**config.mk**
```make
export PLATFORM = sky130hd
export DESIGN_NAME = easyaxi_rd_slv_flat
export DESIGN_NICKNAME = d
export VERILOG_FILES = /design/src/rtl/easyaxi_rd_slv_if.sv /design/src/rtl/easyaxi_rd_slv.sv /design/src/flat_wrapper.sv
export SDC_FILE = /design/constraint.sdc
export NUM_CORES = 1
export LEC_CHECK = 0
export BUFFER_PORTS_ARGS = -buffer_cell sky130_fd_sc_hd__buf_2
export CAP_MARGIN = 40
export CORE_MARGIN = 5
export CORE_UTILIZATION = 25
export CTS_CLUSTER_SIZE = 10
export DETAILED_ROUTE_END_ITERATION = 8
export GPL_ROUTABILITY_DRIVEN = 1
export PLACE_DENSITY = 0.49
export SYNTH_ARGS = -nofsm -noshare
export SYNTH_HDL_FRONTEND = slang
export SYNTH_SLANG_ARGS = --single-unit
```
**constraint.sdc**
```tcl
create_clock -name clk -period 5 [get_ports clk]
set_input_delay 0.5 -clock clk [delete_from_list [all_inputs] [get_ports clk]]
set_output_delay 0.5 -clock clk [all_outputs]
set_load 0.005 [all_outputs]
```
**src/rtl/easyaxi_rd_slv_if.sv**
```systemverilog
// AXI4 read channels (AR + R) between EasyAXI master and read slave.
// master drives AR and r_ready; slave drives ar_ready and all of R.
interface easyaxi_rd_slv_if #(
  parameter int ADDR_WIDTH = 16,
  parameter int DATA_WIDTH = 32,
  parameter int ID_WIDTH   = 4
);
  logic                  axi_ar_valid;
  logic                  axi_ar_ready;
  logic [ID_WIDTH-1:0]   axi_ar_id;
  logic [ADDR_WIDTH-1:0] axi_ar_addr;
  logic [7:0]            axi_ar_len;
  logic [2:0]            axi_ar_size;
  logic [1:0]            axi_ar_burst;
  logic                  axi_r_valid;
  logic                  axi_r_ready;
  logic [ID_WIDTH-1:0]   axi_r_id;
  logic [DATA_WIDTH-1:0] axi_r_data;
  logic [1:0]            axi_r_resp;
  logic                  axi_r_last;

  modport master (
    output axi_ar_valid,
    output axi_ar_id,
    output axi_ar_addr,
    output axi_ar_len,
    output axi_ar_size,
    output axi_ar_burst,
    output axi_r_ready,
    input  axi_ar_ready,
    input  axi_r_valid,
    input  axi_r_id,
    input  axi_r_data,
    input  axi_r_resp,
    input  axi_r_last
  );

  modport slave (
    input  axi_ar_valid,
    input  axi_ar_id,
    input  axi_ar_addr,
    input  axi_ar_len,
    input  axi_ar_size,
    input  axi_ar_burst,
    input  axi_r_ready,
    output axi_ar_ready,
    output axi_r_valid,
    output axi_r_id,
    output axi_r_data,
    output axi_r_resp,
    output axi_r_last
  );
endinterface

```
**src/rtl/easyaxi_rd_slv.sv**
```systemverilog
// AXI4 read responder: AR queue + in-order R bursts, data = addr ^ seed.
// Ports: clk, rst (sync, active high), axi (slave modport, AR + R).
module easyaxi_rd_slv #(
  parameter int                    ADDR_WIDTH = 16,
  parameter int                    DATA_WIDTH = 32,
  parameter int                    ID_WIDTH   = 4,
  parameter int                    AR_DEPTH   = 4,
  parameter logic [ADDR_WIDTH-1:0] ADDR_LIMIT = 16'h1000,
  parameter logic [31:0]           DATA_SEED  = 32'hA5A5_0000
) (
  input logic             clk,
  input logic             rst,
  easyaxi_rd_slv_if.slave axi
);
  localparam int PW = $clog2(AR_DEPTH);
  localparam int CW = PW + 1;
  localparam logic [2:0] MAX_SIZE =
    3'($clog2(DATA_WIDTH / 8));

  typedef struct packed {
    logic [ID_WIDTH-1:0]   id;
    logic [ADDR_WIDTH-1:0] addr;
    logic [7:0]            len;
    logic [2:0]            size;
    logic [1:0]            burst;
  } ar_t;

  typedef enum logic {
    S_IDLE,
    S_BURST
  } state_t;

  ar_t                   r_q [AR_DEPTH];
  logic [PW-1:0]         r_wptr;
  logic [PW-1:0]         r_rptr;
  logic [CW-1:0]         r_qcnt;
  logic                  r_ar_ready;
  state_t                r_state;
  ar_t                   r_cur;
  logic                  r_berr;
  logic [7:0]            r_cnt;
  logic                  r_valid;
  logic [ID_WIDTH-1:0]   r_id;
  logic [DATA_WIDTH-1:0] r_data;
  logic [1:0]            r_resp;
  logic                  r_last;

  ar_t                   w_in;
  ar_t                   w_head;
  logic                  w_head_berr;
  logic [ADDR_WIDTH-1:0] w_nxt;
  logic                  w_empty;
  logic                  w_push;
  logic                  w_rhs;
  logic                  w_end;
  logic                  w_pop;
  logic [CW-1:0]         w_qcnt_nxt;

  function automatic logic f_berr(input ar_t a);
    logic [ADDR_WIDTH-1:0] m;
    logic                  wlen;
    m    = (ADDR_WIDTH'(1) << a.size) - ADDR_WIDTH'(1);
    wlen = a.len inside {8'd1, 8'd3, 8'd7, 8'd15};
    return (a.burst == 2'd3) ||
           (a.size > MAX_SIZE) ||
           (a.burst == 2'd2 &&
            (!wlen || (a.addr & m) != '0));
  endfunction

  // WRAP keeps the upper bits of the start window and
  // takes the low bits from the INCR result.
  function automatic logic [ADDR_WIDTH-1:0] f_next(
    input ar_t c
  );
    logic [ADDR_WIDTH-1:0] step;
    logic [ADDR_WIDTH-1:0] inc;
    logic [ADDR_WIDTH-1:0] wm;
    step = ADDR_WIDTH'(1) << c.size;
    inc  = (c.addr & ~(step - ADDR_WIDTH'(1))) + step;
    wm   = ((ADDR_WIDTH'(c.len) + ADDR_WIDTH'(1))
           << c.size) - ADDR_WIDTH'(1);
    unique case (c.burst)
      2'd0:    return c.addr;
      2'd2:    return (c.addr & ~wm) | (inc & wm);
      default: return inc;
    endcase
  endfunction

  function automatic logic [1:0] f_resp(
    input logic [ADDR_WIDTH-1:0] a,
    input logic                  e
  );
    if (e) return 2'b10;
    if (a >= ADDR_LIMIT) return 2'b11;
    return 2'b00;
  endfunction

  function automatic logic [DATA_WIDTH-1:0] f_data(
    input logic [ADDR_WIDTH-1:0] a,
    input logic                  e
  );
    if (f_resp(a, e) != 2'b00) return '0;
    return DATA_WIDTH'(a) ^ DATA_WIDTH'(DATA_SEED);
  endfunction

  assign w_in.id      = axi.axi_ar_id;
  assign w_in.addr    = axi.axi_ar_addr;
  assign w_in.len     = axi.axi_ar_len;
  assign w_in.size    = axi.axi_ar_size;
  assign w_in.burst   = axi.axi_ar_burst;

  assign w_head       = r_q[r_rptr];
  assign w_head_berr  = f_berr(w_head);
  assign w_nxt        = f_next(r_cur);
  assign w_empty      = (r_qcnt == '0);
  assign w_push       = axi.axi_ar_valid & r_ar_ready;
  assign w_rhs        = r_valid & axi.axi_r_ready;
  assign w_end        = w_rhs && (r_cnt == r_cur.len);
  // A burst leaves the queue when it starts from IDLE or
  // when the previous burst's last beat is taken.
  assign w_pop        = !w_empty &&
                        ((r_state == S_IDLE) ||
                         (r_state == S_BURST && w_end));
  assign w_qcnt_nxt   = r_qcnt + CW'(w_push) - CW'(w_pop);

  assign axi.axi_ar_ready = r_ar_ready;
  assign axi.axi_r_valid  = r_valid;
  assign axi.axi_r_id     = r_id;
  assign axi.axi_r_data   = r_data;
  assign axi.axi_r_resp   = r_resp;
  assign axi.axi_r_last   = r_last;

  always_ff @(posedge clk) begin
    if (w_push) r_q[r_wptr] <= w_in;
  end

  always_ff @(posedge clk) begin
    if (rst) begin
      r_wptr     <= '0;
      r_rptr     <= '0;
      r_qcnt     <= '0;
      r_ar_ready <= 1'b0;
      r_state    <= S_IDLE;
      r_cur      <= '0;
      r_berr     <= 1'b0;
      r_cnt      <= '0;
      r_valid    <= 1'b0;
      r_id       <= '0;
      r_data     <= '0;
      r_resp     <= '0;
      r_last     <= 1'b0;
    end else begin
      r_qcnt     <= w_qcnt_nxt;
      r_ar_ready <= (w_qcnt_nxt != CW'(AR_DEPTH));
      if (w_push) r_wptr <= r_wptr + PW'(1);
      if (w_pop)  r_rptr <= r_rptr + PW'(1);
      unique case (r_state)
        S_IDLE: begin
          if (!w_empty) begin
            r_cur   <= w_head;
            r_berr  <= w_head_berr;
            r_cnt   <= '0;
            r_state <= S_BURST;
          end
        end
        S_BURST: begin
          if (!r_valid) begin
            // first beat after a start from IDLE
            r_valid <= 1'b1;
            r_id    <= r_cur.id;
            r_resp  <= f_resp(r_cur.addr, r_berr);
            r_data  <= f_data(r_cur.addr, r_berr);
            r_last  <= (r_cur.len == 8'd0);
          end else if (w_rhs && !w_end) begin
            r_cur.addr <= w_nxt;
            r_cnt      <= r_cnt + 8'd1;
            r_resp     <= f_resp(w_nxt, r_berr);
            r_data     <= f_data(w_nxt, r_berr);
            r_last     <= ((r_cnt + 8'd1) == r_cur.len);
          end else if (w_end && !w_empty) begin
            // chain straight into the next burst
            r_cur  <= w_head;
            r_berr <= w_head_berr;
            r_cnt  <= '0;
            r_id   <= w_head.id;
            r_resp <= f_resp(w_head.addr, w_head_berr);
            r_data <= f_data(w_head.addr, w_head_berr);
            r_last <= (w_head.len == 8'd0);
          end else if (w_end) begin
            r_valid <= 1'b0;
            r_last  <= 1'b0;
            r_state <= S_IDLE;
          end
        end
        default: r_state <= S_IDLE;
      endcase
    end
  end
endmodule
```
**src/flat_wrapper.sv**
```systemverilog
// flat-port wrapper written by rule: the top's interface ports become plain ports
module easyaxi_rd_slv_flat 
#(
  parameter int                    ADDR_WIDTH = 16,
  parameter int                    DATA_WIDTH = 32,
  parameter int                    ID_WIDTH   = 4,
  parameter int                    AR_DEPTH   = 4,
  parameter logic [ADDR_WIDTH-1:0] ADDR_LIMIT = 16'h1000,
  parameter logic [31:0]           DATA_SEED  = 32'hA5A5_0000
)
  (clk, rst, axi_axi_ar_valid, axi_axi_ar_id, axi_axi_ar_addr, axi_axi_ar_len, axi_axi_ar_size, axi_axi_ar_burst, axi_axi_r_ready, axi_axi_ar_ready, axi_axi_r_valid, axi_axi_r_id, axi_axi_r_data, axi_axi_r_resp, axi_axi_r_last);
  easyaxi_rd_slv_if #(.ADDR_WIDTH(ADDR_WIDTH), .DATA_WIDTH(DATA_WIDTH), .ID_WIDTH(ID_WIDTH)) axi_i ();
  input logic clk;
  input logic rst;
  input wire logic [$bits(axi_i.axi_ar_valid)-1:0] axi_axi_ar_valid;
  input wire logic [$bits(axi_i.axi_ar_id)-1:0] axi_axi_ar_id;
  input wire logic [$bits(axi_i.axi_ar_addr)-1:0] axi_axi_ar_addr;
  input wire logic [$bits(axi_i.axi_ar_len)-1:0] axi_axi_ar_len;
  input wire logic [$bits(axi_i.axi_ar_size)-1:0] axi_axi_ar_size;
  input wire logic [$bits(axi_i.axi_ar_burst)-1:0] axi_axi_ar_burst;
  input wire logic [$bits(axi_i.axi_r_ready)-1:0] axi_axi_r_ready;
  output wire logic [$bits(axi_i.axi_ar_ready)-1:0] axi_axi_ar_ready;
  output wire logic [$bits(axi_i.axi_r_valid)-1:0] axi_axi_r_valid;
  output wire logic [$bits(axi_i.axi_r_id)-1:0] axi_axi_r_id;
  output wire logic [$bits(axi_i.axi_r_data)-1:0] axi_axi_r_data;
  output wire logic [$bits(axi_i.axi_r_resp)-1:0] axi_axi_r_resp;
  output wire logic [$bits(axi_i.axi_r_last)-1:0] axi_axi_r_last;
  assign axi_i.axi_ar_valid = axi_axi_ar_valid;
  assign axi_i.axi_ar_id = axi_axi_ar_id;
  assign axi_i.axi_ar_addr = axi_axi_ar_addr;
  assign axi_i.axi_ar_len = axi_axi_ar_len;
  assign axi_i.axi_ar_size = axi_axi_ar_size;
  assign axi_i.axi_ar_burst = axi_axi_ar_burst;
  assign axi_i.axi_r_ready = axi_axi_r_ready;
  assign axi_axi_ar_ready = axi_i.axi_ar_ready;
  assign axi_axi_r_valid = axi_i.axi_r_valid;
  assign axi_axi_r_id = axi_i.axi_r_id;
  assign axi_axi_r_data = axi_i.axi_r_data;
  assign axi_axi_r_resp = axi_i.axi_r_resp;
  assign axi_axi_r_last = axi_i.axi_r_last;
  easyaxi_rd_slv #(.ADDR_WIDTH(ADDR_WIDTH), .DATA_WIDTH(DATA_WIDTH), .ID_WIDTH(ID_WIDTH), .AR_DEPTH(AR_DEPTH), .ADDR_LIMIT(ADDR_LIMIT), .DATA_SEED(DATA_SEED)) u_core (.clk(clk), .rst(rst), .axi(axi_i));
endmodule
```
==> metrics.md <==
| Metric | Value |
|---|---|
| Detailed Place HPWL | `~21 mm` |
| Setup violations, final | `0` |
| Leak Pwr | `0.00441 uW` |
| Reg2Reg Depth | `13` |
| Fin. Hold Viols | `0` |
| First-pass GRT wire length | `between 40 and 50 mm` |
| WP data arrival | `4.81 ns` |
| Via count | `8,171` |
| Status | `complete, no violations` |
| Critical path required time | `5.41 ns` |
| Clock Skews | `between 0.015 and 0.02 ns` |
| Grt total ovfl | `0` |
| Layout cells sized above 1 | `~19%` |
| Vias in the first global route | `roughly 7,900` |
| Row Count | `77` |
| Crit start category | `flip-flop` |
| RR Startpoint | `u_core.r_cur[5]$_SDFFE_PP0P_` |
| Worst Hold Path Cells | `1` |
| Yosys top cell area share | `roughly 36%` |
| Critical-path maximum fanout | `14` |
| IO buf count | `69` |
| Min cycle time layout | `between 4 and 5 ns` |
| Max Slew Vio Count | `0` |
| Pwr Total | `~7500 uW` |
| Post-synth ARST share | `0%` |
| Nature of the critical path endpoint | `flip-flop` |
| Antenna-violating nets left | `0` |
| P_sw | `a little over 3000 uW` |
| Post-layout net count | `approximately 1,100` |
| Die Width | `between 200 and 250 um` |
| Crit path from | `u_core.r_cur[5]$_SDFFE_PP0P_` |
| Total Routing Usage GR | `about an eighth` |
| Maximum root-to-sink buffer count | `3` |
| IO Count | `78` |
| # hold bufs at CTS | `0` |
| Least-Margin Pin Slew | `approximately 0.89 ns` |
| CTS Buf Count | `25` |
| Pwr per Cell Area | `roughly 590 nW/um^2` |
| Synth-to-Final Area Change | `14.8%` |
| Post-CTS Resized | `0` |
| Setup TNS | `0 ns` |
| Synth area leaders | `edfxtp_1 (36%), dfxtp_1 (14%), mux4_2 (6.7%), nand2_1 (3.0%), a21oi_1 (2.9%)` |
| Remaining DRCs | `0` |
| Synth top cells by count | `edfxtp_1 (132), nand2_1 (87), nor2_1 (80)` |
| Worst relative slew slack | `40.6%` |
| Sequential area share after synthesis | `about half` |
| Dpl cell area | `12,000 um^2` |
| Final Wtd Congestion | `slightly above 0.8` |
| Inst Count DP | `approximately 1,600` |
| CTS root buffer | `clkbuf_16` |
| Post-route cell area | `between 10,000 and 15,000 um^2` |
| Switching share of power | `between 40% and 50%` |
| Tcrit/Tclk final | `about 90%` |
| Drt pass-1 iters | `6` |
| Die Span Y | `between 200 and 250 um` |
| Mapped Area | `11,100 um^2` |
| Fmax | `approximately 230 MHz` |
| Int Power | `4470 uW` |
| Flops & latches, synth | `210` |
| Setup CP Type | `flip-flop to flip-flop` |
| Post-CTS Setup Inserts | `0` |
| Cell accounting for the most synthesized area | `edfxtp_1` |
| Wirelength per Cell | `between 15 and 20 um` |
| Largest vdd supply drop | `~280 uV` |
| Final Util | `28.8%` |
| Clock-pin slew on the worst setup and hold paths | `about 0.050 ns` |
| H-tree depth | `1` |
| CTS tree | `yes` |
| Yosys warns | `0` |
| Die area | `about 49,000 um^2` |
| Initial antenna violation count | `0` |
| EDFF count, synth | `between 100 and 150` |
| Part of the power in the clock network | `approximately a fifth` |
| HP Class | `input port to flip-flop` |
| Gate Count Post-Synth | `1,005` |
| Detailed Route WL | `between 20 and 30 mm` |
| Syn avg cell area | `roughly 11 um^2` |
| Clock latency on the worst-skew pair | `0.51 ns` |
| Vias/cell | `approximately 4.9` |
| Most frequent cell after synthesis | `edfxtp_1` |
| Antenna cells | `0` |
| Sequential Power Share | `around a third` |
| Clock sinks | `210` |
| Netlist cell types | `87` |
| Core ar. | `approximately 44,000 um^2` |
| Max_cap viols | `0` |
| Ys flop type | `edfxtp_1` |
| Starting density of the core | `25.1%` |
| Drt initial violations | `587` |
| RSZ-0062 raised after global routing | `no` |
| Largest net degree at the start of global routing | `65` |
| Finished Layout Cells | `around 1,700` |
| Worst Hold Launch | `axi_axi_ar_addr[0]` |
| Combinational Power Share | `between 40 and 50%` |
per-stage QoR:
step / hold WS (ns) / setup WS, ns
5_1_grt: 0.196 / 0.254
2_1_floorplan: 0.436 / 0.860
3_3_place_gp: 0.443 / 0.685
3_5_place_dp: 0.446 / 0.634
6_report: 0.213 / 0.606
4_1_cts: 0.196 / 0.603
critical path, cell delays in order, from the launching register on:
cell,delay (ns)
dfxtp_1,0.51
inv_1,0.17
ha_1,0.41
mux2i_1,0.36
o22ai_1,0.26
o41a_1,0.47
a21oi_2,0.33
nand3_1,0.21
mux2i_1,0.36
o211ai_1,0.20
a2111oi_4,0.37
buf_4,0.32
o21ai_1,0.09
a211oi_1,0.24
cell families after synthesis:
kind of cell	after synthesis	share of synthesized area [%]
DFF	210	49.9
AOI/OAI and AO/OA	242	15.9
and+or+nand+nor	336	15.9
xor gates and xnor gates	36	2.85
other	1	0.0339
muxes	53	8.60
adders and majority gates	17	1.99
buffers and inverters	110	4.77
final timing paths:
check	endpoint	slack (ns)
worst max-delay path	u_core.axi.axi_r_data[29]$_SDFFE_PP0P_	0.61
worst min-delay path	u_core.r_q[1][13]$_DFFE_PP_	0.21
worst max register to register	u_core.axi.axi_r_data[29]$_SDFFE_PP0P_	0.61
worst min register to register	u_core.r_cur[29]$_SDFFE_PP0P_	0.45
cells in the final DEF (no fill, tap or decap), types with 7 or more instances in the layout:
cell | synthesis | layout
edfxtp_1 | 132 | 132
nand2_1 | 87 | 87
nor2_1 | 80 | 80
dfxtp_1 | 78 | 77
buf_2 | 17 | 69
a21oi_1 | 64 | 64
mux4_2 | 33 | 33
o21ai_0 | 29 | 29
buf_4 | 19 | 27
clkbuf_16 | 0 | 25
nand3_1 | 24 | 24
inv_1 | 22 | 22
and3_1 | 22 | 22
xnor2_1 | 20 | 20
clkbuf_1 | 39 | 18
xor2_1 | 16 | 16
ha_1 | 16 | 16
nor3_1 | 15 | 15
mux2i_1 | 14 | 14
a222oi_1 | 14 | 14
nand4_1 | 13 | 13
and2_1 | 12 | 12
nor2b_1 | 12 | 12
a221o_1 | 12 | 12
or3_1 | 11 | 11
o211ai_1 | 11 | 11
a21oi_2 | 11 | 11
nor3_2 | 10 | 10
a211oi_1 | 9 | 9
nand2b_1 | 8 | 8
a31oi_1 | 8 | 8
conb_1 | 1 | 8
o21a_1 | 7 | 7
metal layers:
| metal | up-vias | track usage, % | wire length [um] |
|---|---|---|---|
| li1 | 3898 | - | - |
| met1 | 4011 | 16.7 | 13500 |
| met5 | - | 0 | 0 |
| met2 | 228 | 19.6 | 14100 |
| met3 | 34 | 2.08 | 1630 |
| met4 | 0 | 3.14 | 636 |
registers in the layout, indices dropped and copies added (netlist names), named ones only:
name / cells
u_core.r_q: 132
u_core.r_cur: 33
u_core.axi.axi_r_data: 17
u_core.r_cnt: 8
u_core.axi.axi_r_id: 4
u_core.r_qcnt: 3
u_core.axi.axi_r_resp: 2
u_core.r_rptr: 2
u_core.r_wptr: 2
u_core.axi.axi_ar_ready: 1
u_core.axi.axi_r_last: 1
u_core.axi.axi_r_valid: 1
u_core.r_berr: 1
u_core.r_state: 1
power groups by stage:
| stage | Clock [uW] | Combinational [uW] | Sequential (uW) |
|---|---|---|---|
| 2_1_floorplan | 0 | 2600 | 2320 |
| 3_3_place_gp | 0 | 3360 | 2520 |
| 3_5_place_dp | 0 | 3420 | 2510 |
| 4_1_cts | 1650 | 3440 | 2480 |
| 5_1_grt | 1720 | 3770 | 2520 |
| 6_report | 1610 | 3420 | 2470 |
area by class of cell:
cell class              count  area [um^2]
clock inverters             1         5.00
repair buffers             98          591
clock buffers              44          707
well taps                 592          741
fillers                  4565        31300
flip-flops and latches    210         5530
multi-input cells         692         5030
inverters                  25         93.8
No activity file was read; power rests on OpenSTA's default activity.
